--- src/rtl/i2c_reg_slave.sv ---
// I2C target exposing an N_REGS-deep byte register window at a fixed 7-bit address.
// Supports pointer writes, auto-incrementing burst writes and wrapping burst reads.
module i2c_reg_slave #(
  parameter logic [6:0] I2C_ADDR    = 7'h64,
  parameter int         N_REGS      = 8,
  parameter int         SYNC_STAGES = 3,
  localparam int        PTR_W       = (N_REGS > 2) ? $clog2(N_REGS) : 1
) (
  input  logic                clk,
  input  logic                rst_n,
  input  logic                scl,
  input  logic                sda_in,
  output logic                sda_oe,
  output logic                sda_out,
  input  logic [8*N_REGS-1:0] rd_regs,
  output logic                wr_en,
  output logic [PTR_W-1:0]    wr_addr,
  output logic [7:0]          wr_data,
  output logic                busy
);

  typedef enum logic [3:0] {
    IDLE,
    ADDR,
    ADDR_ACK,
    PTR_BYTE,
    WR_BYTE,
    DATA_ACK,
    RD_BYTE,
    RD_MACK,
    WAIT_STOP
  } state_t;

  localparam logic [8:0]       N_REGS_9 = 9'(N_REGS);
  localparam logic [PTR_W-1:0] PTR_LAST = PTR_W'(N_REGS - 1);

  logic [SYNC_STAGES-1:0] scl_sync;
  logic [SYNC_STAGES-1:0] sda_sync;

  logic scl_s;
  logic sda_s;
  logic scl_rise;
  logic scl_fall;
  logic start_det;
  logic stop_det;

  state_t           state;
  state_t           state_nxt;
  logic [3:0]       bit_cnt;
  logic [3:0]       cnt_nxt;
  logic [7:0]       shreg;
  logic [7:0]       shreg_nxt;
  logic [PTR_W-1:0] ptr;
  logic [PTR_W-1:0] ptr_nxt;
  logic [PTR_W-1:0] ptr_inc;
  logic             oe_nxt;
  logic             busy_nxt;
  logic             wr_en_nxt;
  logic [PTR_W-1:0] wr_addr_nxt;
  logic [7:0]       wr_data_nxt;

  logic [7:0] rx_byte;
  logic [7:0] rd_byte;
  logic       addr_match;
  logic       ptr_ok;

  assign sda_out = 1'b0;

  // Bus lines idle high, so the synchronisers reset to 1 to avoid a false edge after reset.
  always_ff @(posedge clk or negedge rst_n) begin
    if (!rst_n) begin
      scl_sync <= '1;
      sda_sync <= '1;
    end else begin
      scl_sync <= {scl_sync[SYNC_STAGES-2:0], scl};
      sda_sync <= {sda_sync[SYNC_STAGES-2:0], sda_in};
    end
  end

  assign scl_s     = scl_sync[SYNC_STAGES-2];
  assign sda_s     = sda_sync[SYNC_STAGES-2];
  assign scl_rise  = scl_sync[SYNC_STAGES-2] & ~scl_sync[SYNC_STAGES-1];
  assign scl_fall  = ~scl_sync[SYNC_STAGES-2] & scl_sync[SYNC_STAGES-1];
  assign start_det = scl_s & ~sda_sync[SYNC_STAGES-2] & sda_sync[SYNC_STAGES-1];
  assign stop_det  = scl_s & sda_sync[SYNC_STAGES-2] & ~sda_sync[SYNC_STAGES-1];

  assign rx_byte    = {shreg[6:0], sda_s};
  assign rd_byte    = rd_regs[{ptr, 3'b000} +: 8];
  assign addr_match = (shreg[7:1] == I2C_ADDR);
  assign ptr_ok     = ({1'b0, shreg} < N_REGS_9);
  assign ptr_inc    = (ptr == PTR_LAST) ? '0 : ptr + PTR_W'(1);

  always_ff @(posedge clk or negedge rst_n) begin
    if (!rst_n) begin
      state   <= IDLE;
      bit_cnt <= '0;
      shreg   <= '0;
      ptr     <= '0;
      sda_oe  <= 1'b0;
      busy    <= 1'b0;
      wr_en   <= 1'b0;
      wr_addr <= '0;
      wr_data <= '0;
    end else begin
      state   <= state_nxt;
      bit_cnt <= cnt_nxt;
      shreg   <= shreg_nxt;
      ptr     <= ptr_nxt;
      sda_oe  <= oe_nxt;
      busy    <= busy_nxt;
      wr_en   <= wr_en_nxt;
      wr_addr <= wr_addr_nxt;
      wr_data <= wr_data_nxt;
    end
  end

  // Receive states shift on scl_rise; every SDA drive change is made on an scl_fall.
  always_comb begin
    state_nxt   = state;
    cnt_nxt     = bit_cnt;
    shreg_nxt   = shreg;
    ptr_nxt     = ptr;
    oe_nxt      = sda_oe;
    busy_nxt    = busy;
    wr_en_nxt   = 1'b0;
    wr_addr_nxt = wr_addr;
    wr_data_nxt = wr_data;

    if (start_det) begin
      state_nxt = ADDR;
      cnt_nxt   = '0;
      oe_nxt    = 1'b0;
      busy_nxt  = 1'b1;
    end else if (stop_det) begin
      state_nxt = IDLE;
      cnt_nxt   = '0;
      oe_nxt    = 1'b0;
      busy_nxt  = 1'b0;
    end else begin
      case (state)
        ADDR, PTR_BYTE, WR_BYTE: begin
          if (scl_rise && (bit_cnt < 4'd8)) begin
            shreg_nxt = rx_byte;
            cnt_nxt   = bit_cnt + 4'd1;
            if ((state == WR_BYTE) && (bit_cnt == 4'd7)) begin
              wr_en_nxt   = 1'b1;
              wr_addr_nxt = ptr;
              wr_data_nxt = rx_byte;
              ptr_nxt     = ptr_inc;
            end
          end else if (scl_fall && (bit_cnt == 4'd8)) begin
            cnt_nxt = '0;
            case (state)
              ADDR: begin
                if (addr_match) begin
                  state_nxt = ADDR_ACK;
                  oe_nxt    = 1'b1;
                end else begin
                  state_nxt = WAIT_STOP;
                end
              end
              PTR_BYTE: begin
                if (ptr_ok) begin
                  ptr_nxt   = shreg[PTR_W-1:0];
                  state_nxt = DATA_ACK;
                  oe_nxt    = 1'b1;
                end else begin
                  state_nxt = WAIT_STOP;
                end
              end
              default: begin
                state_nxt = DATA_ACK;
                oe_nxt    = 1'b1;
              end
            endcase
          end
        end

        ADDR_ACK: begin
          if (scl_fall) begin
            cnt_nxt = '0;
            if (shreg[0]) begin
              shreg_nxt = rd_byte;
              oe_nxt    = ~rd_byte[7];
              state_nxt = RD_BYTE;
            end else begin
              oe_nxt    = 1'b0;
              state_nxt = PTR_BYTE;
            end
          end
        end

        DATA_ACK: begin
          if (scl_fall) begin
            cnt_nxt   = '0;
            oe_nxt    = 1'b0;
            state_nxt = WR_BYTE;
          end
        end

        // bit_cnt here counts bits already clocked out by the master.
        RD_BYTE: begin
          if (scl_fall) begin
            if (bit_cnt == 4'd7) begin
              cnt_nxt   = '0;
              oe_nxt    = 1'b0;
              ptr_nxt   = ptr_inc;
              state_nxt = RD_MACK;
            end else begin
              cnt_nxt   = bit_cnt + 4'd1;
              shreg_nxt = {shreg[6:0], 1'b0};
              oe_nxt    = ~shreg[6];
            end
          end
        end

        RD_MACK: begin
          if (scl_rise) begin
            if (sda_s) begin
              state_nxt = WAIT_STOP;
            end else begin
              cnt_nxt = 4'd1;
            end
          end else if (scl_fall && (bit_cnt == 4'd1)) begin
            cnt_nxt   = '0;
            shreg_nxt = rd_byte;
            oe_nxt    = ~rd_byte[7];
            state_nxt = RD_BYTE;
          end
        end

        default: begin
          oe_nxt = 1'b0;
        end
      endcase
    end
  end

endmodule

--- config.mk ---
export PLATFORM = sky130hd
export DESIGN_NAME = i2c_reg_slave
export DESIGN_NICKNAME = d
export VERILOG_FILES = /design/src/rtl/i2c_reg_slave.sv
export SDC_FILE = /design/constraint.sdc
export NUM_CORES = 1
export LEC_CHECK = 0
export ABC_AREA = 1
export ABC_CLOCK_PERIOD_IN_PS = 2190
export CAP_MARGIN = 15
export CORE_MARGIN = 5
export CORE_UTILIZATION = 49
export DETAILED_ROUTE_END_ITERATION = 12
export PLACE_DENSITY_LB_ADDON = 0.2
export SLEW_MARGIN = 20
export SYNTH_ARGS = -nofsm -noshare
export SYNTH_HDL_FRONTEND = slang
export SYNTH_SLANG_ARGS = --single-unit
--- constraint.sdc ---
create_clock -name clk -period 2.19 [get_ports clk]
set_clock_uncertainty 0.05 [all_clocks]
set_input_delay 0.438 -clock clk [delete_from_list [all_inputs] [get_ports clk]]
set_output_delay 0.438 -clock clk [all_outputs]
set_load 0.01 [all_outputs]
==> results.cfg, run 1 <==
[timing]
tns_ns = 0
hold_viol_final = 0
worst-slew-pin-transition_ns = 0.5374
maxSlewHeadroom = 0.6413
hold_slack_ns = 0.1409
setup_viol = 0
period_share = 0.8798
fmax_mhz = 519.0
drv_slew = 0
grt_setup_unrepaired = false
period_minus_slack_ns = 1.927

[global_routing]
overflow = 0
antenna_found_initial = 0
grtUsageTotal = 0.2310
grt_first_pass_wirelength_um = 14370
grt_pass1_vias = 3005
grt_max_degree = 40

[logic_synthesis]
postSynthAreaPerCell_um2 = 6.442
synthCells = 477
synthesis.nets = 550
synthDistinctLibCells = 37
synth-seq-cells = 39
synth_warnings = 0
syn_area_um2 = 3073
ys_seq_area_frac = 0.3200

[placement]
io_buffers = 81
dpl.hpwl_um = 6888
dp.cells = 622
gp_congestion = 0.9249

[routing]
drt_wl_total_um = 8769
vias_per_cell = 5.276
wl_per_cell_um = 13.92
dr.pass1.iters = 5
ant_nets = 0
vias = 3324
drt_iter0_markers = 274
drc = 0

[die]
start_util = 0.5100
fp.dieW_um = 89.19
rows = 28
dieArea_um2 = 7955
core_um2 = 6026
pin_count = 83
die_height_um = 89.19

[power]
ir_drop_mv = 0.5358
powerDensity_nw_per_um2 = 1003
power_leakage_nw = 1.924

[setup_path]
rrSetupSlack_ns = 0.26
crit_required_ns = 2.31
slowest_stage = dfstp_2
max_stage_delay_ns = 0.62
crit_end = ptr[2]
critPathMaxFanout = 18
cp_data_arrival_time_ns = 2.05
critPathKind = reg2reg
timing.rr.end = ptr[2]
cp_cell_sequence = nor2_4 > nor2_4 > nand2_1 > nor3_1 > nand3_1 > nand2_1 > o21ai_1
ff2ff_path_depth = 7
cp-start-kind = register
startpoint = sda_sync[1]
r2r_start = sda_sync[1]
end_kind = register

[finish]
antenna_cells = 0
nets = 627
layout-drive-gt1-share = 0.1009
fin_util = 0.6705
final_common_cell = nand2_1
area_delta_synth_final_pct = 31.47
fillCellCount = 532
final_cells = 630
most-common-layout-cells = 149 x nand2_1, 83 x nor2_1, 80 x clkdlybuf4s50_1

[clock_network]
clk_path_buf_depth = 2
clk_latency_ns = 0.29
postCtsSetupBuffers = 0
cts_sinks = 39
ctsHoldBuffers = 0
cts_tree = yes
cts.htree.levels = 2
clk_pin_slew_worst_paths_ns = 0.08
post_cts_resized = 0
cts-root-buf = clkbuf_8
numCtsBuffers = 5

[run]
max_cap_violations = 0

[status]
outcome = complete, no violations

[hold_path]
hold_path.class = in2async
[worst max-delay path, delay by kind of cell (launching register included)]
family	cells	cell delay [ns]
AO/OA/AOI/OAI	1	0.08
AND/OR/NAND/NOR	6	1.05
flip-flops	1	0.62
[state kept, by name (all words and copies together), names as in the netlist]
register  flops
busy          1
sda_oe        1
wr_addr       3
scl_sync      3
shreg         8
bit_cnt       4
wr_en         1
sda_sync      3
wr_data       8
ptr           3
state         4
[final cells by class]
class                      instances  area, um^2  share of cell area
inverter                          37       141.4             0.03500
timing repair buffer              87       850.8              0.2106
clock inverter                     2       35.03            0.008671
multi-input combinational        384        1853              0.4587
clock buffer                       6       82.58             0.02044
tap                               75       93.84             0.02323
sequential                        39       983.4              0.2434
[per-stage QoR]
| stage | area, um^2 | power [W] | setup slack (ns) |
|---|---|---|---|
| 5_1_grt | 4040 | 0.004463 | 0.1127 |
| 3_5_place_dp | 3923 | 0.003420 | 0.2980 |
| 3_3_place_gp | 3923 | 0.003364 | 0.3309 |
| 6_report | 4040 | 0.004054 | 0.2632 |
| 4_1_cts | 4040 | 0.004052 | 0.2774 |
| 2_1_floorplan | 3073 | 0.002828 | 0.5974 |
[Yosys cell counts, drive strengths merged]
cell type	number	area, um^2
or2	1	6.260
o211ai	14	105.1
clkbuf	6	23.77
o22ai	1	6.260
nand2	157	624.3
a21oi	10	53.80
dfstp	6	157.7
ha	5	62.56
buf	11	71.31
o2111ai	1	8.760
clkinv	1	3.750
conb	1	3.750
inv	36	137.6
nor2	96	446.7
o21ai	48	244.0
nor3	2	10.01
o21a	1	8.760
dfrtp	33	825.8
nand4	3	25.02
nand3	44	247.7
[power by group]
part	switching [W]	internal [W]	total [W]	leakage, nW
combinational	0.00150	0.000863	0.00236	1.36
clock	0.000251	0.000369	0.000619	0.0612
sequential	0.000197	0.000873	0.00107	0.504
total	0.00195	0.00210	0.00405	1.92
[per-layer routing]
metal / vias to the layer above / routed length, um / global-route usage
li1: 1688 / - / -
met1: 1510 / 4043 / 0.3316
met2: 111 / 4102 / 0.3657
met3: 15 / 500 / 0.03502
met4: 0 / 123 / 0.05548
met5: - / 0 / 0
[worst min-delay path by stage]
stage	depth (start not counted)	startpoint	endpoint	slack (ns)
2_1_floorplan	0	rst_n	bit_cnt[0]	0.09
3_3_place_gp	0	sda_sync[0]	sda_sync[1]	0.30
3_5_place_dp	0	scl_sync[0]	scl_sync[1]	0.30
4_1_cts	2	rst_n	wr_addr[1]	0.16
5_1_grt	2	rst_n	wr_addr[1]	0.18
6_report	2	rst_n	wr_en	0.14
[kinds of logic (layout without fill, tap and decap cells)]
group	count (synthesis)	count (layout)	share of synthesized area
AND/OR/NAND/NOR	303	303	0.4426
AO/OA/AOI/OAI	75	75	0.1388
buffers and inverters	54	132	0.07695
flip-flops	39	39	0.3200
adder cells (fa/ha/maj)	5	5	0.02036
other	1	1	0.001220
Power figures use the tool's default switching activity.
==> run 2: changes to the inputs <==
Settings changed: ABC_AREA 1 to unset, CORE_MARGIN 5 to 2, CORE_UTILIZATION 49 to 48.
==> run 2 against run 1 <==
  * Hold slack worse by 0.094 ns
  * Non-clock buffer count increased by 38
  * Highest routed layer unchanged
  * Utilization rose by 6.5 points
  * Wire length is 8.7% lower
  * Die area down 18%
  * Critical path depth unchanged
  * Total power is 3.9% lower
  * Cell count is 29% lower
  * Global-route usage up 3.4 points
  * Synthesized cell count decreased by 45%
  * Fmax down 12%
  * Clock-buffer cell count fell by 1
==> results.cfg, run 2 <==
[clock_network]
clk_latency_ns = 0.30
cts-root-buf = clkbuf_8
cts_sinks = 39
cts_tree = yes
ctsHoldBuffers = 0
numCtsBuffers = 5
clk_path_buf_depth = 2
cts.htree.levels = 2
clk_pin_slew_worst_paths_ns = 0.08

[logic_synthesis]
synth-seq-cells = 39
postSynthAreaPerCell_um2 = 10.87
synth_top_area_share = 0.2922
synthDistinctLibCells = 66
synthesis.nets = 333
ys_seq_area_frac = 0.3479
synth.top_cells.by_area = dfrtp_1 29%, mux4_2 13%, dfstp_2 5.6%
synth_warnings = 0
synth-edff-count = 0
async_flop_share = 1.000
syn_area_um2 = 2826
ys.flop_type = dfrtp_1
synthCells = 260
yosysMostFrequentCell = dfrtp_1
synth_common_cells = 33 x dfrtp_1, 23 x nand2_1, 16 x mux4_2, 16 x o21ai_0, 13 x nor2_1
synth_area_leader_cell = dfrtp_1

[setup_path]
cp_top_family = simple AND/OR/NAND/NOR gates
cp_data_arrival_time_ns = 2.31
crit_required_ns = 2.32
cp-start-kind = register
max_stage_delay_ns = 0.45
slowest_stage = dfrtp_2
cp_cell_sequence = ha_1 > and3b_2 > nand2_1 > a31oi_1 > a2111oi_4 > nand2_4 > mux2_1
worst-path-buf-inv = 0
critPathMaxFanout = 7
end_kind = register
critPathKind = reg2reg

[routing]
drt_iter0_markers = 223
drt_wl_total_um = 8003
ant_nets = 0
vias_per_cell = 5.926
wl_per_cell_um = 17.90
dr.pass1.iters = 6
vias = 2649
drc = 0

[power]
ir_drop_mv = 0.5149
power_leakage_nw = 1.786
powerDensity_nw_per_um2 = 944.4

[status]
outcome = complete, no violations

[finish]
antenna_cells = 0
layout-drive-gt1-share = 0.3013
nets = 447
final_common_cell = clkdlybuf4s50_1
fin_util = 0.7358
reg.largest.list = shreg (8), wr_data (8)
most-common-layout-cells = 80 x clkdlybuf4s50_1, 41 x buf_4, 31 x dfrtp_1
area_delta_synth_final_pct = 45.99

[global_routing]
antenna_found_initial = 0
grt_max_degree = 40
grtUsageTotal = 0.2648
overflow = 0
grt_pass1_vias = 2725
grt_first_pass_wirelength_um = 13070

[timing]
hold_slack_ns = 0.04690
period_minus_slack_ns = 2.182
setup_viol = 0
hold_viol_final = 0
period_share = 0.9962
drv_slew = 0
grt_setup_unrepaired = true
fmax_mhz = 458.4

[die]
core_um2 = 5608
dieArea_um2 = 6518
start_util = 0.5040
rows = 27
die_height_um = 80.74
pin_count = 83
fp.dieW_um = 80.74

[placement]
gp_congestion = 0.9238
dpl.hpwl_um = 6306
io_buffers = 81

[run]
max_cap_violations = 0

[hold_path]
hold_path.class = in2async
run 2: cell count changes in the layout (fill, tap and decap cells not counted), sizes merged, moves of 27 or more:
cell	change
buf	+38
inv	-27
nor2	-83
nand2	-133
o21ai	-30
nand3	-40
run 2: stage by stage:
step / setup TNS [ns] / total power [W] / cells / cell area [um^2] / worst slack, ns
finish: 0 / 0.003897 / 447 / 4126 / 0.008394
global placement: 0 / 0.003144 / 436 / 3954 / 0.01766
global route: -0.9381 / 0.004143 / 447 / 4126 / -0.09688
floorplan: 0 / 0.002399 / 260 / 2826 / 0.06924
detailed placement: -0.2487 / 0.003181 / 436 / 3954 / -0.04103
CTS: -0.1237 / 0.003810 / 445 / 4075 / -0.03127
run 2: worst paths after layout:
| path | start | endpoint | slack (ns) | cells past startpoint |
|---|---|---|---|---|
| hold reg to reg | sda_sync[0] | sda_sync[1] | 0.31 | 0 |
| setup reg to reg | bit_cnt[0] | shreg[4] | 0.008 | 7 |
| hold / removal | rst_n | bit_cnt[2] | 0.05 | 2 |
| min in group clk | sda_sync[0] | sda_sync[1] | 0.31 | 0 |
| max in group asynchronous | rst_n | scl_sync[1] | 1.78 | 2 |
| setup / recovery | bit_cnt[0] | shreg[4] | 0.008 | 7 |
run 2: power by group:
group	internal (W)	total, W	switching [W]
clock	0.000339	0.000607	0.000268
combinational	0.00120	0.00220	0.00100
sequential	0.000865	0.00109	0.000221
total	0.00240	0.00390	0.00149
run 2: logic make-up after synthesis:
kind of cell / after synthesis / synth area share
AOI/OAI and AO/OA: 59 / 0.1545
xor gates and xnor gates: 1 / 0.003099
adders and majority gates: 5 / 0.02213
buffers and inverters: 27 / 0.05223
DFF: 39 / 0.3479
muxes: 48 / 0.2510
other: 1 / 0.001327
and+or+nand+nor: 80 / 0.1678
run 2: cell type report:
cell class / instances / area, um^2
sequential: 39 / 985.9
multi-input combinational: 194 / 1730
fill: 412 / 1481
timing repair buffer: 125 / 1174
tap: 72 / 90.09
clock inverter: 3 / 43.79
clock buffer: 5 / 68.82
inverter: 9 / 33.78
run 2: routing by layer:
layer	wire length [um]	track usage	up-vias
met3	607	0.05778	18
met5	0	0	-
li1	-	-	1208
met1	3125	0.3227	1278
met2	4129	0.4667	145
met4	140	0.08814	0
run 2: what timing repair did:
| item | 4_1_cts | 5_1_grt |
|---|---|---|
| endpoints found under the hold margin | 0 | 0 |
| gates resized for setup | 1 | 12 |
| buffers inserted | 1 | 3 |
| pin swaps | 1 | 3 |
| endpoints found under the setup margin | 9 | 17 |
